[src/rtl/i2c_pkg.sv]
// i2c_pkg
// Definitions shared by the I2C target and the I2C master:
//   - the 7-bit bus address width
//   - the target FSM state encoding
package i2c_pkg;

    localparam int I2C_ADDR_W = 7;

    typedef enum logic [2:0] {
        IDLE,
        ADDR,
        ADDR_ACK,
        WRITE,
        WRITE_ACK,
        READ,
        MACK,
        IGNORE
    } i2c_state_t;

endpackage

[src/rtl/i2c_bus_sync.sv]
// i2c_bus_sync
// Brings the asynchronous SCL/SDA levels into the clk domain and derives
// edge strobes plus the START/STOP bus conditions.
// Ports:
//   clk, reset          system clock, asynchronous active-high reset
//   scl_in, sda_in      raw bus levels
//   sda_s               synchronized SDA level
//   scl_rise, scl_fall  one-cycle SCL edge strobes
//   start_det           SDA fell while SCL was steadily high
//   stop_det            SDA rose while SCL was steadily high
module i2c_bus_sync
    import i2c_pkg::*;
#(
    parameter int SYNC_STAGES = 2
) (
    input  logic clk,
    input  logic reset,
    input  logic scl_in,
    input  logic sda_in,
    output logic sda_s,
    output logic scl_rise,
    output logic scl_fall,
    output logic start_det,
    output logic stop_det
);

    logic [SYNC_STAGES-1:0] scl_sync;
    logic [SYNC_STAGES-1:0] sda_sync;
    logic                   scl_s;
    logic                   scl_d;
    logic                   sda_d;

    // Everything resets to the idle-bus level (high) so that leaving
    // reset on a quiet bus produces no edge strobes.
    always_ff @(posedge clk or posedge reset) begin
        if (reset) begin
            scl_sync <= '1;
            sda_sync <= '1;
            scl_d    <= 1'b1;
            sda_d    <= 1'b1;
        end else begin
            scl_sync <= {scl_sync[SYNC_STAGES-2:0], scl_in};
            sda_sync <= {sda_sync[SYNC_STAGES-2:0], sda_in};
            scl_d    <= scl_s;
            sda_d    <= sda_s;
        end
    end

    assign scl_s    = scl_sync[SYNC_STAGES-1];
    assign sda_s    = sda_sync[SYNC_STAGES-1];
    assign scl_rise = scl_s & ~scl_d;
    assign scl_fall = ~scl_s & scl_d;

    // SCL must be high in both the current and previous sample so that an
    // SDA change racing an SCL edge is not mistaken for a bus condition.
    assign start_det = sda_d & ~sda_s & scl_s & scl_d;
    assign stop_det  = ~sda_d & sda_s & scl_s & scl_d;

endmodule

[src/rtl/i2c_slave.sv]
// i2c_slave
// I2C target: answers to SLAVE_ADDR, hands written bytes to local logic
// and fetches read bytes from it. SCL is sampled as data, never used as a
// clock, and is never stretched.
// Ports:
//   clk, reset     system clock (>= 8x SCL), asynchronous active-high reset
//   scl_in, sda_in raw bus levels
//   sda_oe         1 = pull SDA low
//   wr_valid       pulse, wr_data holds a freshly received write byte
//   wr_data        last received write byte
//   rd_req         pulse, local logic presents the next read byte
//   rd_data        read byte, sampled 2 clk after rd_req
//   addressed      high from our address ACK until STOP / repeated START
//   start_seen     pulse on every START or repeated START
module i2c_slave
    import i2c_pkg::*;
#(
    parameter logic [I2C_ADDR_W-1:0] SLAVE_ADDR  = 7'h42,
    parameter int                    SYNC_STAGES = 2
) (
    input  logic       clk,
    input  logic       reset,
    input  logic       scl_in,
    input  logic       sda_in,
    output logic       sda_oe,
    output logic       wr_valid,
    output logic [7:0] wr_data,
    output logic       rd_req,
    input  logic [7:0] rd_data,
    output logic       addressed,
    output logic       start_seen
);

    logic sda_s, scl_rise, scl_fall, start_det, stop_det;

    i2c_bus_sync #(.SYNC_STAGES(SYNC_STAGES)) u_sync (
        .clk       (clk),
        .reset     (reset),
        .scl_in    (scl_in),
        .sda_in    (sda_in),
        .sda_s     (sda_s),
        .scl_rise  (scl_rise),
        .scl_fall  (scl_fall),
        .start_det (start_det),
        .stop_det  (stop_det)
    );

    i2c_state_t state, state_n;
    logic [3:0] bit_cnt, cnt_n;
    logic [1:0] load_cnt, load_n;
    logic [7:0] shreg, shreg_n;
    logic [7:0] wr_data_n;
    logic       rw, rw_n;
    logic       oe_n, wr_valid_n, rd_req_n, addressed_n, start_seen_n;

    always_ff @(posedge clk or posedge reset) begin
        if (reset) begin
            state      <= IDLE;
            bit_cnt    <= '0;
            load_cnt   <= '0;
            rw         <= 1'b0;
            sda_oe     <= 1'b0;
            wr_valid   <= 1'b0;
            wr_data    <= '0;
            rd_req     <= 1'b0;
            addressed  <= 1'b0;
            start_seen <= 1'b0;
        end else begin
            state      <= state_n;
            bit_cnt    <= cnt_n;
            load_cnt   <= load_n;
            rw         <= rw_n;
            sda_oe     <= oe_n;
            wr_valid   <= wr_valid_n;
            wr_data    <= wr_data_n;
            rd_req     <= rd_req_n;
            addressed  <= addressed_n;
            start_seen <= start_seen_n;
        end
    end

    // Shift register carries data only; its content is meaningless until
    // eight bits have been shifted or a read byte has been loaded.
    always_ff @(posedge clk) begin
        shreg <= shreg_n;
    end

    always_comb begin
        state_n      = state;
        cnt_n        = bit_cnt;
        load_n       = load_cnt;
        shreg_n      = shreg;
        rw_n         = rw;
        oe_n         = sda_oe;
        wr_data_n    = wr_data;
        addressed_n  = addressed;
        wr_valid_n   = 1'b0;
        rd_req_n     = 1'b0;
        start_seen_n = 1'b0;

        // Read byte arrives two clocks after rd_req. On the first byte of a
        // read the MSB goes on the bus as soon as it is loaded (SCL is
        // still low); after a master ACK it waits for the next scl_fall.
        if (load_cnt != 2'd0) begin
            load_n = load_cnt - 2'd1;
            if (load_cnt == 2'd1) begin
                shreg_n = rd_data;
                if (state == READ) oe_n = ~rd_data[7];
            end
        end

        if (start_det) begin
            state_n      = ADDR;
            cnt_n        = '0;
            load_n       = '0;
            oe_n         = 1'b0;
            addressed_n  = 1'b0;
            start_seen_n = 1'b1;
        end else if (stop_det) begin
            state_n     = IDLE;
            cnt_n       = '0;
            load_n      = '0;
            oe_n        = 1'b0;
            addressed_n = 1'b0;
        end else begin
            case (state)
                ADDR: begin
                    if (scl_rise && bit_cnt < 4'd8) begin
                        shreg_n = {shreg[6:0], sda_s};
                        cnt_n   = bit_cnt + 4'd1;
                        if (bit_cnt == 4'd7) begin
                            // shreg[6:0] holds the seven address bits here
                            rw_n = sda_s;
                            if (shreg[6:0] != SLAVE_ADDR) state_n = IGNORE;
                        end
                    end else if (scl_fall && bit_cnt == 4'd8) begin
                        oe_n    = 1'b1;
                        state_n = ADDR_ACK;
                    end
                end
                ADDR_ACK: begin
                    if (scl_fall) begin
                        oe_n        = 1'b0;
                        cnt_n       = '0;
                        addressed_n = 1'b1;
                        if (rw) begin
                            state_n  = READ;
                            rd_req_n = 1'b1;
                            load_n   = 2'd2;
                        end else begin
                            state_n = WRITE;
                        end
                    end
                end
                WRITE: begin
                    if (scl_rise && bit_cnt < 4'd8) begin
                        shreg_n = {shreg[6:0], sda_s};
                        cnt_n   = bit_cnt + 4'd1;
                        if (bit_cnt == 4'd7) begin
                            wr_data_n  = {shreg[6:0], sda_s};
                            wr_valid_n = 1'b1;
                        end
                    end else if (scl_fall && bit_cnt == 4'd8) begin
                        oe_n    = 1'b1;
                        state_n = WRITE_ACK;
                    end
                end
                WRITE_ACK: begin
                    if (scl_fall) begin
                        oe_n    = 1'b0;
                        cnt_n   = '0;
                        state_n = WRITE;
                    end
                end
                READ: begin
                    if (scl_fall) begin
                        if (bit_cnt == 4'd7) begin
                            oe_n    = 1'b0;
                            cnt_n   = '0;
                            state_n = MACK;
                        end else begin
                            shreg_n = {shreg[6:0], 1'b0};
                            oe_n    = ~shreg[6];
                            cnt_n   = bit_cnt + 4'd1;
                        end
                    end
                end
                MACK: begin
                    // bit_cnt == 8 marks "master ACKed, next byte requested"
                    if (scl_rise && bit_cnt == 4'd0) begin
                        if (!sda_s) begin
                            rd_req_n = 1'b1;
                            load_n   = 2'd2;
                            cnt_n    = 4'd8;
                        end else begin
                            state_n = IGNORE;
                        end
                    end else if (scl_fall && bit_cnt == 4'd8) begin
                        oe_n    = ~shreg[7];
                        cnt_n   = '0;
                        state_n = READ;
                    end
                end
                default: begin
                    oe_n = 1'b0;
                end
            endcase
        end
    end

endmodule

[config.mk]
export PLATFORM = sky130hd
export DESIGN_NAME = i2c_slave
export DESIGN_NICKNAME = d
export VERILOG_FILES = /design/src/rtl/i2c_pkg.sv /design/src/rtl/i2c_bus_sync.sv /design/src/rtl/i2c_slave.sv
export SDC_FILE = /design/constraint.sdc
export NUM_CORES = 1
export LEC_CHECK = 0
export ABC_AREA = 1
export CAP_MARGIN = 20
export CELL_PAD_IN_SITES_DETAIL_PLACEMENT = 0
export CELL_PAD_IN_SITES_GLOBAL_PLACEMENT = 1
export CORE_UTILIZATION = 40
export DETAILED_ROUTE_END_ITERATION = 12
export GPL_ROUTABILITY_DRIVEN = 0
export PLACE_DENSITY_LB_ADDON = 0.1
export SLEW_MARGIN = 40
export SYNTH_ARGS = -nofsm -noshare
export SYNTH_HDL_FRONTEND = slang
export SYNTH_SLANG_ARGS = --single-unit
[constraint.sdc]
create_clock -name clk -period 2.9 [get_ports clk]
set_clock_uncertainty 0.2 [all_clocks]
set_input_delay 0.58 -clock clk [delete_from_list [all_inputs] [get_ports clk]]
set_output_delay 0.58 -clock clk [all_outputs]
set_load 0.1 [all_outputs]
==> metrics.cfg, run 1 <==
[grt]
overflow=0
grt_first_pass_wirelength_um=8420
grt_use_total=0.207
grt_pass1_vias=1749
antenna_found_initial=0
grt_max_degree=30

[setup_path]
slowest_stage=dfstp_2
critical_path.max_fanout=7
critical-path-top-delay-family=simple AND/OR/NAND/NOR gates
worst-endpoint-required_ns=2.95
cpMostUsedCell=o21ai_0
end_kind=flop
crit_arrival_ns=2.14
startpoint_type=flop
critPathKind=flop to flop
slowest_delay_ns=0.57
worstPathCellList=inv_1 > nand2_1 > nor2_1 > nor2_1 > o21ai_0 > o21ai_0 > o21ai_0 > nand2_1
critPathBufInv=1

[clocking]
cts_setup_buffers=0
clock_latency_ns=0.30
hold_buffers=0
tritoncts=done
cts-resized-gates=0
cts.htree.levels=2
cts_root_buf=clkbuf_8
cts_buffers=5
path_clk_slew_ns=0.09
clock_sinks=37
cts_max_path_buffers=2

[floorplanning]
dieHeight_um=74.3
die_w_um=74.3
rows=25
ioPinCount=25
start_util=0.429
design.die.area_sq_um=5530
coreArea_sq_um=4880

[detailed_routing]
vias=1839
routed_wl_um=4980
drc=0
via_per_inst=4.92
drtIter0Drc=100
drt-wirelength-per-cell_um=13.3
dr.pass1.iters=4
postRouteAntennaNets=0

[sta]
setup_viol=0
maxSlewHeadroom=0.600
max_freq_mhz=478
fin_setup_tns_ns=0
worst_slew_pin_slew_ns=0.598
layout_min_cycle_time_ns=2.09
grt_setup_unrepaired=no
drv_slew=0
hold_viol_final=0
period_share=0.721

[synth]
avgSynthCellArea_sq_um=7.50
synth_top_cell_by_area=dfrtp_1
synth_area_leaders=dfrtp_1 27%, nand2_1 14%, dfxtp_1 7.7%, dfstp_2 7.5%, inv_1 5.2%
synth_fp_nets=293
yosysMostFrequentCell=nand2_1
synth_flop_cell=dfrtp_1
synth_edf_count=0
netlist.area_leader.share=0.275
synth_warnings=0
ys_seq_area_frac=0.427
synthTopCellsByCount=76 x nand2_1, 29 x inv_1, 28 x nor2_1
netlist_instances=279
async_reset_ff_frac=0.784
ys_ff_latch=37
netlist-cell-type-count=31
netlist_area_sq_um=2090

[placed_design]
place.port_buffers=24
dp_hpwl_um=3700
place_inst=366

[final_layout]
final_nets=320
fin_util=0.501
fillerInstances=529
area_growth_syn_to_layout_pct=16.7
layout-drive-gt1-share=0.218
stdcell_count=374
antennaDiodeCount=0

[run_status]
status=finished, final reports clean

[pwr]
p_leak_nw=1.23
vdd_drop_max_mv=0.437
powerDensity_nw_per_um2=871

[flow_run]
cap_violations=0

[min_path]
min_path_type=flop to flop

[registers in the layout, summed over array words and instances, names as in the netlist]
name,flops
wr_data,8
u_sync.scl_sync,2
rd_req,1
addressed,1
sda_oe,1
start_seen,1
u_sync.sda_sync,2
shreg,8
load_cnt,2
u_sync.sda_d,1
rw,1
u_sync.scl_d,1
state,3
wr_valid,1
bit_cnt,4
[logic make-up (layout without fill, tap and decap cells)]
| logic type | Yosys count | after routing | synth area share |
|---|---|---|---|
| XOR/XNOR | 1 | 1 | 0.00418 |
| AND/OR/NAND/NOR | 148 | 148 | 0.322 |
| buffers and inverters | 45 | 73 | 0.0962 |
| flip-flops | 37 | 37 | 0.427 |
| adder cells (fa/ha/maj) | 2 | 2 | 0.0120 |
| AO/OA/AOI/OAI | 46 | 46 | 0.139 |
[report_power, final]
part	switching, W	internal (W)	total [W]
Combinational	0.000671	0.000335	0.00101
Sequential	0.000108	0.000631	0.000739
Clock	0.000212	0.000171	0.000382
Total	0.000990	0.00114	0.00213
[path summary, 6_finish.rpt]
check | startpoint | end | slack, ns | depth (start not counted)
setup reg to reg | u_sync.sda_sync[1] | bit_cnt[3] | 0.81 | 8
max in group asynchronous | reset | u_sync.sda_d | 1.73 | 3
hold reg to reg | u_sync.scl_sync[0] | u_sync.scl_sync[1] | 0.16 | 0
hold / removal | u_sync.scl_sync[0] | u_sync.scl_sync[1] | 0.16 | 0
setup / recovery | u_sync.sda_sync[1] | bit_cnt[3] | 0.81 | 8
min in group asynchronous | reset | wr_data[7] | 0.45 | 3
[metal layers]
metal	vias up	track usage	wire [um]
met5	-	0	0
met4	0	0.0964	118
met3	11	0.0379	152
met2	38	0.332	2280
met1	835	0.273	2420
li1	955	-	-
[stage by stage]
step                      setup WS, ns  total power [W]  hold slack [ns]  cell area (sq um)
after floorplan                   1.09          0.00156            0.145               2090
final                            0.808          0.00213            0.160               2440
after CTS                        0.821          0.00214            0.162               2440
after detailed placement         0.836          0.00176            0.149               2350
after global routing             0.643          0.00233            0.165               2440
after global placement           0.900          0.00176            0.146               2350
[cell usage in the layout (no fill, tap or decap), types with 3 or more instances in the layout]
| cell | instances |
|---|---|
| inv_2 | 7 |
| o21ai_0 | 15 |
| nand2_2 | 6 |
| clkinv_4 | 3 |
| nand3_1 | 19 |
| o21ai_2 | 6 |
| buf_4 | 15 |
| dfrtp_1 | 23 |
| nor2_2 | 6 |
| clkdlybuf4s50_1 | 11 |
| dfstp_2 | 6 |
| inv_1 | 29 |
| nand4_1 | 5 |
| a21oi_1 | 3 |
| o211ai_2 | 3 |
| o211ai_1 | 3 |
| nor2_1 | 28 |
| dfxtp_1 | 8 |
| nor2_4 | 4 |
| nand2_1 | 76 |
| clkbuf_8 | 5 |
| o21ai_1 | 13 |
[cell type report]
class	instances	area, sq um	area share
clock inverter	3	22.5	0.00922
clock buffer	5	68.8	0.0282
timing repair buffer	26	223	0.0912
sequential	37	893	0.366
tap	67	83.8	0.0343
inverter	39	153	0.0625
multi-input combinational	197	998	0.409
No activity file was read; power rests on OpenSTA's default activity.
==> run 2, diff against run 1 <==
--- a/config.mk
+++ b/config.mk
@@ -9,7 +9,7 @@
 export CAP_MARGIN = 20
 export CELL_PAD_IN_SITES_DETAIL_PLACEMENT = 0
 export CELL_PAD_IN_SITES_GLOBAL_PLACEMENT = 1
-export CORE_UTILIZATION = 40
+export CORE_UTILIZATION = 36
 export DETAILED_ROUTE_END_ITERATION = 12
 export GPL_ROUTABILITY_DRIVEN = 0
 export PLACE_DENSITY_LB_ADDON = 0.1
==> constraint.sdc (replaced) <==
create_clock -name clk -period 1.75 [get_ports clk]
set_clock_uncertainty 0.2 [all_clocks]
set_input_delay 0.35 -clock clk [delete_from_list [all_inputs] [get_ports clk]]
set_output_delay 0.35 -clock clk [all_outputs]
set_load 0.1 [all_outputs]
==> run 2 against run 1 <==
Net effect: worst setup slack worse by 0.78 ns; hold slack worse by 0.0018 ns; register-to-register slack lost 0.78 ns; fmax is 22% higher; critical path depth rose by 2; clock power is 110% higher; global-route usage down 2.1 points; critical path type unchanged.
==> metrics.cfg, run 2 (synthesis results as in run 1) <==
[detailed_routing]
drc=0
routed_wl_um=5410
vias=1975
drtIter0Drc=123
postRouteAntennaNets=0
dr.pass1.iters=4
via_per_inst=4.81
drt-wirelength-per-cell_um=13.2

[clocking]
cts.htree.levels=2
cts_max_path_buffers=2
clock_sinks=37
cts_buffers=5
path_clk_slew_ns=0.08
clock_latency_ns=0.30
cts_root_buf=clkbuf_8
hold_buffers=0
tritoncts=done

[floorplanning]
die_w_um=78.3
coreArea_sq_um=5540
design.die.area_sq_um=6120
start_util=0.378
rows=27
dieHeight_um=78.3
ioPinCount=25

[final_layout]
layout-drive-gt1-share=0.395
fillerInstances=546
final_area_sq_um=3060
final_common_cell=nand2_1
final_nets=352
top_regs=shreg x8, wr_data x8, bit_cnt x4
mostFrequentLayoutCells=67 x nand2_1, 33 x buf_4, 25 x inv_1, 20 x nor2_1, 18 x dfrtp_1
fin_util=0.551
antennaDiodeCount=0
area_growth_syn_to_layout_pct=46.0

[sta]
setup_viol=0
finalWorstSetupSlack_ns=0.0286
hold_viol_final=0
layout_min_cycle_time_ns=1.72
worst_slew_pin_slew_ns=0.367
maxSlewHeadroom=0.754
grt_setup_unrepaired=yes
drv_slew=0
fin_setup_tns_ns=0
period_share=0.984
max_freq_mhz=581

[pwr]
p_leak_nw=1.46
vdd_drop_max_mv=0.540
powerDensity_nw_per_um2=1380

[flow_run]
cap_violations=0

[setup_path]
slowest_delay_ns=0.42
worstPathCellList=inv_2 > ha_4 > nand2_1 > nor2_4 > nand3_1 > nand2_2 > nor2_4 > nor2_4 > nand2_1 > o21ai_1
critPathKind=flop to flop
end_kind=flop
startpoint_type=flop
critical_path.max_fanout=7
crit_arrival_ns=1.75
slowest_stage=dfrtp_1
worst-endpoint-required_ns=1.77
cpMostUsedCell=nor2_4

[placed_design]
dp_hpwl_um=3930
place.port_buffers=24
dpl_cell_area_sq_um=2690
dp_slack_ns=-0.0872

[grt]
grt_first_pass_wirelength_um=8810
antenna_found_initial=0
grt_pass1_vias=1841
grt_use_total=0.187
overflow=0
met2_usage=0.296
grt_util_met3=0.0326
top_usage_layer=met2
grt_use_met1=0.249
grt_max_degree=30

[run_status]
status=finished, final reports clean

[min_path]
min_path_type=flop to flop

## run 2: changes by cell type in the layout (fill, tap and decap cells not counted), moves of 5 or more
cell     previous run  this run
nand3_1            19        14
nand2_1            76        67
nand2_2             6        11
buf_4              15        33
dfrtp_1            23        18
buf_12              0        14
dfrtp_2             0         5
nor2_4              4        10
nor2_1             28        20
## run 2: worst max-delay path: cells and delay by family, from the launching register on
kind | cells | cell delay [ns]
flops | 1 | 0.42
compound gates | 1 | 0.07
simple gates | 7 | 0.72
buf+inv | 1 | 0.10
fa+ha+maj | 1 | 0.15
## run 2: through the flow
stage               std cells  power, W  hold slack [ns]
detailed placement        392   0.00311            0.150
global route              411   0.00453            0.163
CTS                       402   0.00395            0.161
global placement          392   0.00312            0.146
finish                    411   0.00423            0.158
floorplan                 279   0.00259            0.145
## run 2: metal layers
metal  wire [um]  vias up
met5           0        -
met4         104        0
met3         209       10
met2        2470       41
met1        2620      917
li1            -     1007
## run 2: cell type report
cell class | instances | area (sq um) | share of cell area
Timing Repair Buffer | 58 | 638 | 0.209
Clock buffer | 6 | 82.6 | 0.0270
Sequential cell | 37 | 900 | 0.294
Tap cell | 72 | 90.1 | 0.0295
Inverter | 39 | 158 | 0.0516
Multi-Input combinational cell | 197 | 1150 | 0.376
Clock inverter | 2 | 37.5 | 0.0123
## run 2: repair_timing
action	4_1_cts	5_1_grt
resized for setup	7	44
endpoints found under the hold margin	0	0
buffers inserted	2	9
endpoints found under the setup margin	17	24
pin swaps	0	12
## run 2: report_power, final
part           total (W)  switching [W]  internal [W]
combinational    0.00220        0.00133      0.000879
sequential       0.00124       0.000180       0.00106
clock           0.000790       0.000326      0.000464
total            0.00423        0.00183       0.00240
## run 2: path summary, 6_finish.rpt
| path | startpoint | end | slack (ns) | depth (start not counted) |
|---|---|---|---|---|
| worst max-delay path | bit_cnt[0] | bit_cnt[2] | 0.03 | 10 |
| worst min-delay path | u_sync.scl_sync[0] | u_sync.scl_sync[1] | 0.16 | 0 |
| worst max register to register | bit_cnt[0] | bit_cnt[2] | 0.03 | 10 |
| worst min register to register | u_sync.scl_sync[0] | u_sync.scl_sync[1] | 0.16 | 0 |
| max in group asynchronous | reset | u_sync.sda_sync[1] | 0.92 | 3 |
| min in group asynchronous | reset | wr_data[6] | 0.19 | 3 |
==> run 3, diff against run 2 <==
--- a/config.mk
+++ b/config.mk
@@ -13,6 +13,7 @@
 export DETAILED_ROUTE_END_ITERATION = 12
 export GPL_ROUTABILITY_DRIVEN = 0
 export PLACE_DENSITY_LB_ADDON = 0.1
+export SETUP_SLACK_MARGIN = 0.1
 export SLEW_MARGIN = 40
 export SYNTH_ARGS = -nofsm -noshare
 export SYNTH_HDL_FRONTEND = slang
==> run 3 against run 2 <==
Net effect: fmax down 0.12%; clock-buffer cell count unchanged; utilization up 1.2 points; sequential power hardly changed; global-route usage up 0.52 points; critical path type unchanged; die area stayed put; design area grew 2.3%; register-to-register slack barely moved; worst setup slack worse by 0.0021 ns; hold slack barely moved.
==> metrics.cfg, run 3 (synthesis results as in run 1) <==
[run_status]
status=finished, final reports clean

[clocking]
cts_max_path_buffers=2
path_clk_slew_ns=0.08
tritoncts=done
cts_buffers=5
cts_root_buf=clkbuf_8
cts.htree.levels=2
clock_sinks=37
clock_latency_ns=0.29

[setup_path]
slowest_stage=dfstp_2
critical-path-top-delay-family=flip-flops
critPathBufInv=5
critical_path.max_fanout=6
worst-endpoint-required_ns=1.74
worstPathCellList=inv_2 > nand2_4 > clkinv_4 > buf_4 > nand2_2 > nand2_2 > inv_6 > buf_4 > o21ai_2
slowest_delay_ns=0.59
end_kind=flop
crit_arrival_ns=1.72
critPathKind=flop to flop
startpoint_type=flop

[min_path]
min_path_type=flop to flop

[final_layout]
antennaDiodeCount=0
layout-drive-gt1-share=0.417
area_growth_syn_to_layout_pct=49.3
final_common_cell=nand2_1
top_regs=shreg x8, wr_data x8, bit_cnt x4
fillerInstances=545
mostFrequentLayoutCells=66 x nand2_1, 32 x buf_4, 23 x inv_1, 19 x nor2_1, 19 x dfrtp_1
fin_util=0.564
final_nets=356

[placed_design]
dp_hpwl_um=3930
place.port_buffers=24

[sta]
fin_setup_tns_ns=0
maxSlewHeadroom=0.769
layout_min_cycle_time_ns=1.72
max_freq_mhz=580
hold_viol_final=0
drv_slew=0
period_share=0.985
worst_slew_pin_slew_ns=0.345
setup_viol=0
grt_setup_unrepaired=yes

[detailed_routing]
drt-wirelength-per-cell_um=13.3
postRouteAntennaNets=0
drc=0
routed_wl_um=5530
vias=1989
dr.pass1.iters=4
via_per_inst=4.79
drtIter0Drc=114

[pwr]
finalPower_w=0.00424
powerDensity_nw_per_um2=1360
vdd_drop_max_mv=0.547
p_leak_nw=1.48

[floorplanning]
rows=27
ioPinCount=25
die_w_um=78.3
start_util=0.378
dieHeight_um=78.3
design.die.area_sq_um=6120
coreArea_sq_um=5540

[grt]
overflow=0
grt_max_degree=30
grt_use_total=0.192
grt_pass1_vias=1879
grt_first_pass_wirelength_um=9050
antenna_found_initial=0

[flow_run]
cap_violations=0

run 3: per-stage QoR:
step                      instance area, sq um  cells  hold WS, ns  worst slack [ns]
after floorplan                           2090    279        0.145             0.139
after global placement                    2690    392        0.146           -0.0759
after detailed placement                  2690    392        0.150           -0.0872
after CTS                                 2980    410        0.161            0.0480
after global routing                      3120    415        0.163           -0.0691
final                                     3120    415        0.158            0.0264
run 3: layout make-up:
class / count / area, sq um / share of cell area
multi-input cells: 197 / 1180 / 0.376
flip-flops and latches: 37 / 898 / 0.288
repair buffers: 61 / 676 / 0.216
inverters: 39 / 158 / 0.0505
well taps: 72 / 90.1 / 0.0288
clock buffers: 6 / 82.6 / 0.0264
clock inverters: 2 / 37.5 / 0.0120
repair inverters: 1 / 6.26 / 0.00200
run 3: power by group:
part | switching [W] | internal, W | leakage, nW
clock | 0.000325 | 0.000464 | 0.0574
sequential | 0.000183 | 0.00105 | 0.437
combinational | 0.00135 | 0.000868 | 0.990
total | 0.00185 | 0.00239 | 1.48
run 3: worst paths after layout:
path	start	to	slack [ns]	cells past startpoint
max in group asynchronous	reset	u_sync.sda_sync[1]	0.92	3
min reg2reg	u_sync.scl_sync[0]	u_sync.scl_sync[1]	0.16	0
min in group asynchronous	reset	wr_data[6]	0.19	3
max reg2reg	u_sync.scl_sync[1]	shreg[4]	0.03	9
min	u_sync.scl_sync[0]	u_sync.scl_sync[1]	0.16	0
max	u_sync.scl_sync[1]	shreg[4]	0.03	9
run 3: worst reg2reg max path: cells and delay by family (launching register included):
family	cells	cell delay [ns]
DFF	1	0.59
buffers and inverters	5	0.52
and+or+nand+nor	3	0.27
AOI/OAI and AO/OA	1	0.04
run 3: per-layer routing:
layer  routed length, um  share of wire  GRT usage  up-vias
li1                    -              -          -     1017
met1                2630           0.47      0.255      922
met2                2580           0.47      0.311       41
met3                 226          0.041     0.0326        9
met4                  95          0.017     0.0759        0
met5                   0              0          0        -
run 3: timing repair:
action / 4_1_cts / 5_1_grt
resized for setup: 34 / 31
setup endpoints to repair: 26 / 26
hold buffers: 0 / 0
setup buffers: 9 / 5
pin swaps: 11 / 15
gates cloned: 1 / 0
